<file path="src/rtl/usr_seq_if.sv">
// ---------------------------------------------------------------------------
// usr_seq_if -- command handshake bundle for the usr_seq shift controller.
//
// Signals
//   cmd_valid  master->slave  a command is presented this cycle
//   cmd_ready  slave->master  controller can accept a command this cycle
//   cmd_op     master->slave  00 LOAD, 01 SHR, 10 SHL, 11 ROTR
//   cmd_amt    master->slave  shift cycle count (ignored for LOAD)
//   cmd_data   master->slave  parallel load value (used only for LOAD)
//
// Modports
//   master  command issuer (drives the command, observes cmd_ready)
//   slave   usr_seq        (observes the command, drives cmd_ready)
// ---------------------------------------------------------------------------
interface usr_seq_if #(
  parameter int AMT_W = 3
) ();

  logic             cmd_valid;
  logic             cmd_ready;
  logic [1:0]       cmd_op;
  logic [AMT_W-1:0] cmd_amt;
  logic [3:0]       cmd_data;

  modport master (
    output cmd_valid,
    output cmd_op,
    output cmd_amt,
    output cmd_data,
    input  cmd_ready
  );

  modport slave (
    input  cmd_valid,
    input  cmd_op,
    input  cmd_amt,
    input  cmd_data,
    output cmd_ready
  );

endinterface

</file>
<file path="src/rtl/usr_seq.sv">
// ---------------------------------------------------------------------------
// usr_seq -- sequencer for a 4-bit universal shift register.
//
// Accepts one command at a time over a valid/ready handshake and steps an
// external 4-bit universal shift register through it by driving its mode
// select and serial inputs. An internal shadow copy (q) is updated with the
// same mode/serial values, so q always mirrors the external register.
//
// Commands: LOAD (parallel load), SHR (shift right, sin into q[3]),
// SHL (shift left, sin into q[0]), ROTR (rotate right). A shift command runs
// for exactly cmd_amt cycles; cmd_amt = 0 finishes at once with q unchanged.
//
// Ports
//   clk          rising-edge clock
//   rst          synchronous active-high reset (aborts any running command)
//   cmd          usr_seq_if.slave command handshake (op/amt/data)
//   sin          serial input bit, consumed on every SHR/SHL shift cycle
//   usr_sel      mode select: 00 hold, 01 right, 10 left, 11 load
//   usr_left_s   serial bit entering q[0] on a left shift, else 0
//   usr_right_s  serial bit entering q[3] on a right shift, else 0
//   q            shadow register contents
//   sout         bit leaving the register on the current shift cycle
//   sout_valid   qualifies sout (high only while shifting)
//   busy         command in progress
//   done         one-cycle completion pulse
//
// Every output is decoded from registered state; the only combinational
// input-to-output paths are sin -> usr_left_s/usr_right_s and rst gating
// cmd_ready so nothing is accepted while reset is held.
// ---------------------------------------------------------------------------
module usr_seq #(
  parameter int AMT_W = 3
) (
  input  logic       clk,
  input  logic       rst,
  usr_seq_if.slave   cmd,
  input  logic       sin,
  output logic [1:0] usr_sel,
  output logic       usr_left_s,
  output logic       usr_right_s,
  output logic [3:0] q,
  output logic       sout,
  output logic       sout_valid,
  output logic       busy,
  output logic       done
);

  typedef enum logic [1:0] {
    S_IDLE  = 2'b00,
    S_LOAD  = 2'b01,
    S_SHIFT = 2'b10,
    S_DONE  = 2'b11
  } state_t;

  typedef enum logic [1:0] {
    OP_LOAD = 2'b00,
    OP_SHR  = 2'b01,
    OP_SHL  = 2'b10,
    OP_ROTR = 2'b11
  } op_t;

  typedef enum logic [1:0] {
    SEL_HOLD  = 2'b00,
    SEL_RIGHT = 2'b01,
    SEL_LEFT  = 2'b10,
    SEL_LOAD  = 2'b11
  } sel_t;

  // -------------------------------------------------------------------------
  // Registers
  // -------------------------------------------------------------------------
  state_t           r_state;
  op_t              r_op;
  logic [3:0]       r_data;
  // Loaded with the accepted cmd_amt, so it doubles as the latched amount
  // and counts down the remaining shift cycles.
  logic [AMT_W-1:0] r_cnt;
  logic [3:0]       r_q;

  // -------------------------------------------------------------------------
  // Combinational signals
  // -------------------------------------------------------------------------
  state_t           w_state_nxt;
  op_t              w_cmd_op;
  logic             w_ready;
  logic             w_accept;
  logic             w_amt_zero;
  logic             w_last_shift;
  sel_t             w_sel;
  logic             w_left_s;
  logic             w_right_s;
  logic             w_sout;

  assign w_cmd_op     = op_t'(cmd.cmd_op);
  assign w_ready      = (r_state == S_IDLE) && !rst;
  assign w_accept     = cmd.cmd_valid && w_ready;
  assign w_amt_zero   = (cmd.cmd_amt == '0);
  // The count reaches zero with the shift happening this cycle.
  assign w_last_shift = (r_cnt == AMT_W'(1));

  // -------------------------------------------------------------------------
  // Next-state logic
  // -------------------------------------------------------------------------
  // NOTE: every signal assigned in an always_comb gets a default first, so no
  // path through the block can leave it unassigned and infer a latch.
  always_comb begin
    w_state_nxt = r_state;
    unique case (r_state)
      S_IDLE: begin
        if (w_accept) begin
          if (w_cmd_op == OP_LOAD) begin
            w_state_nxt = S_LOAD;
          end else if (w_amt_zero) begin
            w_state_nxt = S_DONE;
          end else begin
            w_state_nxt = S_SHIFT;
          end
        end
      end
      S_LOAD:  w_state_nxt = S_DONE;
      S_SHIFT: if (w_last_shift) w_state_nxt = S_DONE;
      S_DONE:  w_state_nxt = S_IDLE;
    endcase
  end

  // -------------------------------------------------------------------------
  // Output decode: mode select, serial inputs and serial output
  // -------------------------------------------------------------------------
  always_comb begin
    w_sel     = SEL_HOLD;
    w_left_s  = 1'b0;
    w_right_s = 1'b0;
    w_sout    = 1'b0;
    case (r_state)
      S_LOAD: w_sel = SEL_LOAD;
      S_SHIFT: begin
        case (r_op)
          OP_SHL: begin
            w_sel    = SEL_LEFT;
            w_left_s = sin;
            w_sout   = r_q[3];
          end
          OP_ROTR: begin
            // Rotate is a right shift that feeds the outgoing bit back in.
            w_sel     = SEL_RIGHT;
            w_right_s = r_q[0];
            w_sout    = r_q[0];
          end
          default: begin
            // OP_SHR; OP_LOAD never reaches S_SHIFT.
            w_sel     = SEL_RIGHT;
            w_right_s = sin;
            w_sout    = r_q[0];
          end
        endcase
      end
      default: ;
    endcase
  end

  // -------------------------------------------------------------------------
  // State, command latch, counter and shadow register
  // -------------------------------------------------------------------------
  // NOTE: sequential state uses non-blocking assignments so every register
  // samples the pre-edge values, independent of statement order.
  always_ff @(posedge clk) begin
    if (rst) begin
      r_state <= S_IDLE;
      r_op    <= OP_LOAD;
      r_data  <= 4'b0000;
      r_cnt   <= '0;
      r_q     <= 4'b0000;
    end else begin
      r_state <= w_state_nxt;

      if (w_accept) begin
        r_op   <= w_cmd_op;
        r_data <= cmd.cmd_data;
        r_cnt  <= cmd.cmd_amt;
      end else if (r_state == S_SHIFT) begin
        r_cnt  <= r_cnt - AMT_W'(1);
      end

      // The shadow register behaves exactly like the external one: it is
      // driven by the same mode select and serial inputs.
      case (w_sel)
        SEL_LOAD:  r_q <= r_data;
        SEL_RIGHT: r_q <= {w_right_s, r_q[3:1]};
        SEL_LEFT:  r_q <= {r_q[2:0], w_left_s};
        default:   r_q <= r_q;
      endcase
    end
  end

  // -------------------------------------------------------------------------
  // Outputs
  // -------------------------------------------------------------------------
  assign cmd.cmd_ready = w_ready;
  assign usr_sel       = w_sel;
  assign usr_left_s    = w_left_s;
  assign usr_right_s   = w_right_s;
  assign q             = r_q;
  assign sout          = w_sout;
  assign sout_valid    = (r_state == S_SHIFT);
  assign busy          = (r_state != S_IDLE);
  assign done          = (r_state == S_DONE);

endmodule
</file>
<file path="src/flat_wrapper.sv">
// flat-port wrapper written by rule: the top's interface ports become plain ports
module usr_seq_flat 
#(
  parameter int AMT_W = 3
)
  (clk, rst, sin, usr_sel, usr_left_s, usr_right_s, q, sout, sout_valid, busy, done, cmd_cmd_valid, cmd_cmd_op, cmd_cmd_amt, cmd_cmd_data, cmd_cmd_ready);
  usr_seq_if #(.AMT_W(AMT_W)) cmd_i ();
  input  logic clk;
  input  logic rst;
  input  logic sin;
  output logic [1:0] usr_sel;
  output logic usr_left_s;
  output logic usr_right_s;
  output logic [3:0] q;
  output logic sout;
  output logic sout_valid;
  output logic busy;
  output logic done;
  input wire logic [$bits(cmd_i.cmd_valid)-1:0] cmd_cmd_valid;
  input wire logic [$bits(cmd_i.cmd_op)-1:0] cmd_cmd_op;
  input wire logic [$bits(cmd_i.cmd_amt)-1:0] cmd_cmd_amt;
  input wire logic [$bits(cmd_i.cmd_data)-1:0] cmd_cmd_data;
  output wire logic [$bits(cmd_i.cmd_ready)-1:0] cmd_cmd_ready;
  assign cmd_i.cmd_valid = cmd_cmd_valid;
  assign cmd_i.cmd_op = cmd_cmd_op;
  assign cmd_i.cmd_amt = cmd_cmd_amt;
  assign cmd_i.cmd_data = cmd_cmd_data;
  assign cmd_cmd_ready = cmd_i.cmd_ready;
  usr_seq #(.AMT_W(AMT_W)) u_core (.clk(clk), .rst(rst), .cmd(cmd_i), .sin(sin), .usr_sel(usr_sel), .usr_left_s(usr_left_s), .usr_right_s(usr_right_s), .q(q), .sout(sout), .sout_valid(sout_valid), .busy(busy), .done(done));
endmodule
</file>
<file path="config.mk">
export PLATFORM = sky130hd
export DESIGN_NAME = usr_seq_flat
export DESIGN_NICKNAME = d
export VERILOG_FILES = /design/src/rtl/usr_seq_if.sv /design/src/rtl/usr_seq.sv /design/src/flat_wrapper.sv
export SDC_FILE = /design/constraint.sdc
export NUM_CORES = 1
export LEC_CHECK = 0
export CAP_MARGIN = 20
export CORE_MARGIN = 4
export CORE_UTILIZATION = 47
export DETAILED_ROUTE_END_ITERATION = 16
export PLACE_DENSITY = 0.78
export SYNTH_ARGS = -nofsm -noshare
export SYNTH_HDL_FRONTEND = slang
export SYNTH_SLANG_ARGS = --single-unit
</file>
<file path="constraint.sdc">
create_clock -name clk -period 2.2 [get_ports clk]
set_clock_uncertainty 0.2 [all_clocks]
set_input_delay 0.66 -clock clk [delete_from_list [all_inputs] [get_ports clk]]
set_output_delay 0.66 -clock clk [all_outputs]
set_load 0.1 [all_outputs]
</file>
==> flow_metrics.py <==
metrics = {
    "status": {
        "status": "finished with violations",
        "violations": "negative setup slack",
    },
    "clocking": {
        "path_clk_slew_ps": 90,
        "insertion_delay_ps": 280,
        "hold_buffers": 0,
        "cts_buffers": 3,
        "htree_levels": 1,
        "numClockSinks": 15,
        "cts_tree": "yes",
        "clockRootBuffer": "clkbuf_4",
        "cts_buffer_depth": 2,
    },
    "logic_synthesis": {
        "syn-num-nets": 129,
        "postSynth.asyncResetShare_pct": 0,
        "syn_area_sq_um": 948.4,
        "yosysSeqAreaShare_pct": 31.66,
        "synthFlopType": "dfxtp_1",
        "synth_edf_count": 0,
        "synth_cells": 110,
        "ys_seq_elements": 15,
        "synth_common_cells": "15 x dfxtp_1, 15 x nand2_1, 8 x nor2_1, 7 x inv_1",
        "synth.avg_cell_area_sq_um": 8.622,
        "yosysWarnings": 0,
        "synth.area.top_cells": "dfxtp_1 32%, ha_1 7.9%, nand2_1 5.9%",
        "ys_types": 36,
        "yosysTopAreaCellShare_pct": 31.66,
        "synth_top_cell_by_area": "dfxtp_1",
    },
    "sta": {
        "hold_violations": 0,
        "fin_ws_ps": -54.83,
        "finalSetupViolCount": 3,
        "maxSlewViolCount": 0,
        "period_minus_slack_ps": 2255,
        "max_freq_mhz": 443.5,
        "timing.setup.tns_ps": -141.3,
        "holdWs_ps": 293.5,
        "period_share_pct": 102.5,
        "worst_pin_slew_ps": 333.1,
        "rsz0062_at_grt": "true",
        "slew_headroom_pct": 77.51,
    },
    "cells_and_area": {
        "nets": 171,
        "multi_input_area_sq_um": 668.1,
        "synthToLayoutAreaGrowth_pct": 67.41,
        "final_area_sq_mm": 0.001588,
        "final_cells": 176,
        "regArea_sq_um": 315.3,
        "diodes": 0,
        "fillers": 99,
        "layout-drive-gt1-share_pct": 43.71,
    },
    "worst_setup_path": {
        "cp_max_fo": 5,
        "end_kind": "primary output",
        "reg2reg_depth": 8,
        "r2r_slack_ps": 420,
        "critPathKind": "flip-flop to primary output",
        "cp_data_required_time_ps": 1340,
        "max_stage_delay_ps": 340,
        "cp_slowest_cell": "dfxtp_2",
        "worst-path-buf-inv": 1,
        "cpMostUsedCell": "nor2b_4",
        "crit_arrival_ps": 1390,
        "startpoint_type": "flip-flop",
        "r2r-end": "u_core.r_cnt[0]$_SDFFE_PP0P_",
        "crit_chain": "nor2b_4 > mux2i_2 > nor2b_4 > buf_12",
        "critPathTopFamily": "flip-flops",
        "r2r_start": "u_core.r_state[1]$_SDFFE_PP0P_",
    },
    "detailed_routing": {
        "drt_first_iter_violations": 42,
        "routedWlPerCell_um": 15.64,
        "viasPerCell": 5.523,
        "ant_nets": 0,
        "routed-wl-met3_um": 176,
        "wl_um": 2753,
        "dr.pass1.iters": 4,
        "post-route-drc-count": 0,
        "vias": 972,
        "wl_met1_um": 1112,
        "dr_wl_met2_um": 1454,
        "highest_layer": "met4",
    },
    "place": {
        "numPortBuffers": 25,
        "placedCellCount": 163,
        "hpwl_um": 1827,
        "place.gp.congestion": 0.7992,
        "placed_cell_area_sq_mm": 0.001426,
    },
    "die": {
        "io_pins": 26,
        "dieArea_sq_mm": 0.002801,
        "start_util_pct": 52.10,
        "core-area_sq_mm": 0.001821,
        "num_rows": 15,
        "die_y_um": 52.92,
        "die_w_um": 52.92,
    },
    "global_route": {
        "grt-ovfl-total": 0,
        "first_global_vias": 994,
        "grtUsageTotal_pct": 21.71,
        "antenna_found_initial": 0,
        "grt_max_degree": 19,
        "grt_pass1_wl_um": 4485,
    },
    "run": {
        "maxCapViolCount": 0,
    },
    "power_and_ir_drop": {
        "p_int_mw": 1.097,
        "ir_worst_vdd_v": 0.001446,
        "p_seq_share_pct": 20.5,
        "power_switching_mw": 1.027,
        "total_leakage_power_nw": 0.6423,
        "swShare_pct": 48.35,
        "pwr-share-clk_pct": 7.3,
        "cellPowerDensity_mw_per_mm2": 1337,
        "combPwrFrac_pct": 72.2,
        "power_mw": 2.123,
    },
    "min_path": {
        "hp-start": "u_core.r_data[1]$_SDFFE_PP0P_",
        "hold_class": "flip-flop to flip-flop",
        "whs_path_depth": 2,
        "hold_end": "u_core.r_data[1]$_SDFFE_PP0P_",
    },
}
through the flow:
step                utilization [%]  worst slack [ps]
finish                        87.22            -54.83
global route                  87.22            -117.4
CTS                           85.98            -38.07
detailed placement            78.35            -271.2
global placement              78.35            -240.8
floorplan                         -            -179.1
cell families (layout without fill, tap and decap cells):
logic type | Yosys count | after routing | synth area share, %
buf+inv | 13 | 54 | 8.707
simple gates | 49 | 49 | 28.50
compound gates | 21 | 21 | 17.15
mux | 4 | 4 | 4.222
xor+xnor | 2 | 2 | 1.847
flops | 15 | 15 | 31.66
fa+ha+maj | 6 | 6 | 7.915
layout by cell type (no fill, tap or decap), types with 4 or more instances in the layout:
cell	synthesis	routed
buf_4	1	18
nand2_1	15	15
buf_12	0	13
clkdlybuf4s50_1	0	10
dfxtp_1	15	9
nor2_1	8	8
nand3b_1	6	6
inv_1	7	5
nor2b_4	1	5
o22ai_1	4	4
per-layer routing:
layer / global-route usage, % / vias to the layer above
li1: - / 460
met1: 26.94 / 464
met2: 37.81 / 44
met3: 2.817 / 4
met4: 8.085 / 0
met5: 0 / -
worst register-to-register path: stages (launching register included):
cell	delay [ps]
dfxtp_4	370
inv_4	80
ha_4	160
nor2b_4	180
buf_4	120
buf_4	90
nand2_1	130
buf_4	190
a211oi_2	170
power by group through the flow:
| stage | registers [mW] | clock network, mW | logic (mW) |
|---|---|---|---|
| 2_1_floorplan | 0.478 | 0 | 0.859 |
| 3_3_place_gp | 0.421 | 0 | 1.29 |
| 3_5_place_dp | 0.428 | 0 | 1.31 |
| 4_1_cts | 0.430 | 0.157 | 1.47 |
| 5_1_grt | 0.445 | 0.176 | 1.61 |
| 6_report | 0.436 | 0.156 | 1.53 |
flip-flops by register name, indices dropped and copies added, names as in the netlist:
register / count
u_core.q: 4
u_core.r_cnt: 3
u_core.r_data: 4
u_core.r_op: 2
u_core.r_state: 2
worst max path at each step:
stage                     cells after the start  slack, ps           to                      startpoint
final                                         4        -50         sout     u_core.r_op[1]$_SDFFE_PP0P_
after global routing                          4       -120         sout     u_core.r_op[1]$_SDFFE_PP0P_
after detailed placement                      4       -270  usr_right_s                             sin
after floorplan                               4       -180  usr_right_s  u_core.r_state[0]$_SDFFE_PP0P_
after CTS                                     5        -40   usr_sel[0]  u_core.r_state[0]$_SDFFE_PP0P_
after global placement                        4       -240  usr_right_s                             sin
cell type report:
| type | instances | area share [%] |
|---|---|---|
| multi-input cells | 82 | 42.08 |
| repair buffers | 43 | 32.47 |
| flip-flops and latches | 15 | 19.86 |
| inverters | 7 | 1.970 |
| well taps | 25 | 1.970 |
| clock buffers | 4 | 1.655 |
timing repair:
item	in CTS	in global routing
gates resized for setup	20	1
hold endpoints to repair	0	0
buffers inserted	7	2
setup endpoints to repair	6	6
pin swaps	4	3
Power figures use the tool's default switching activity.
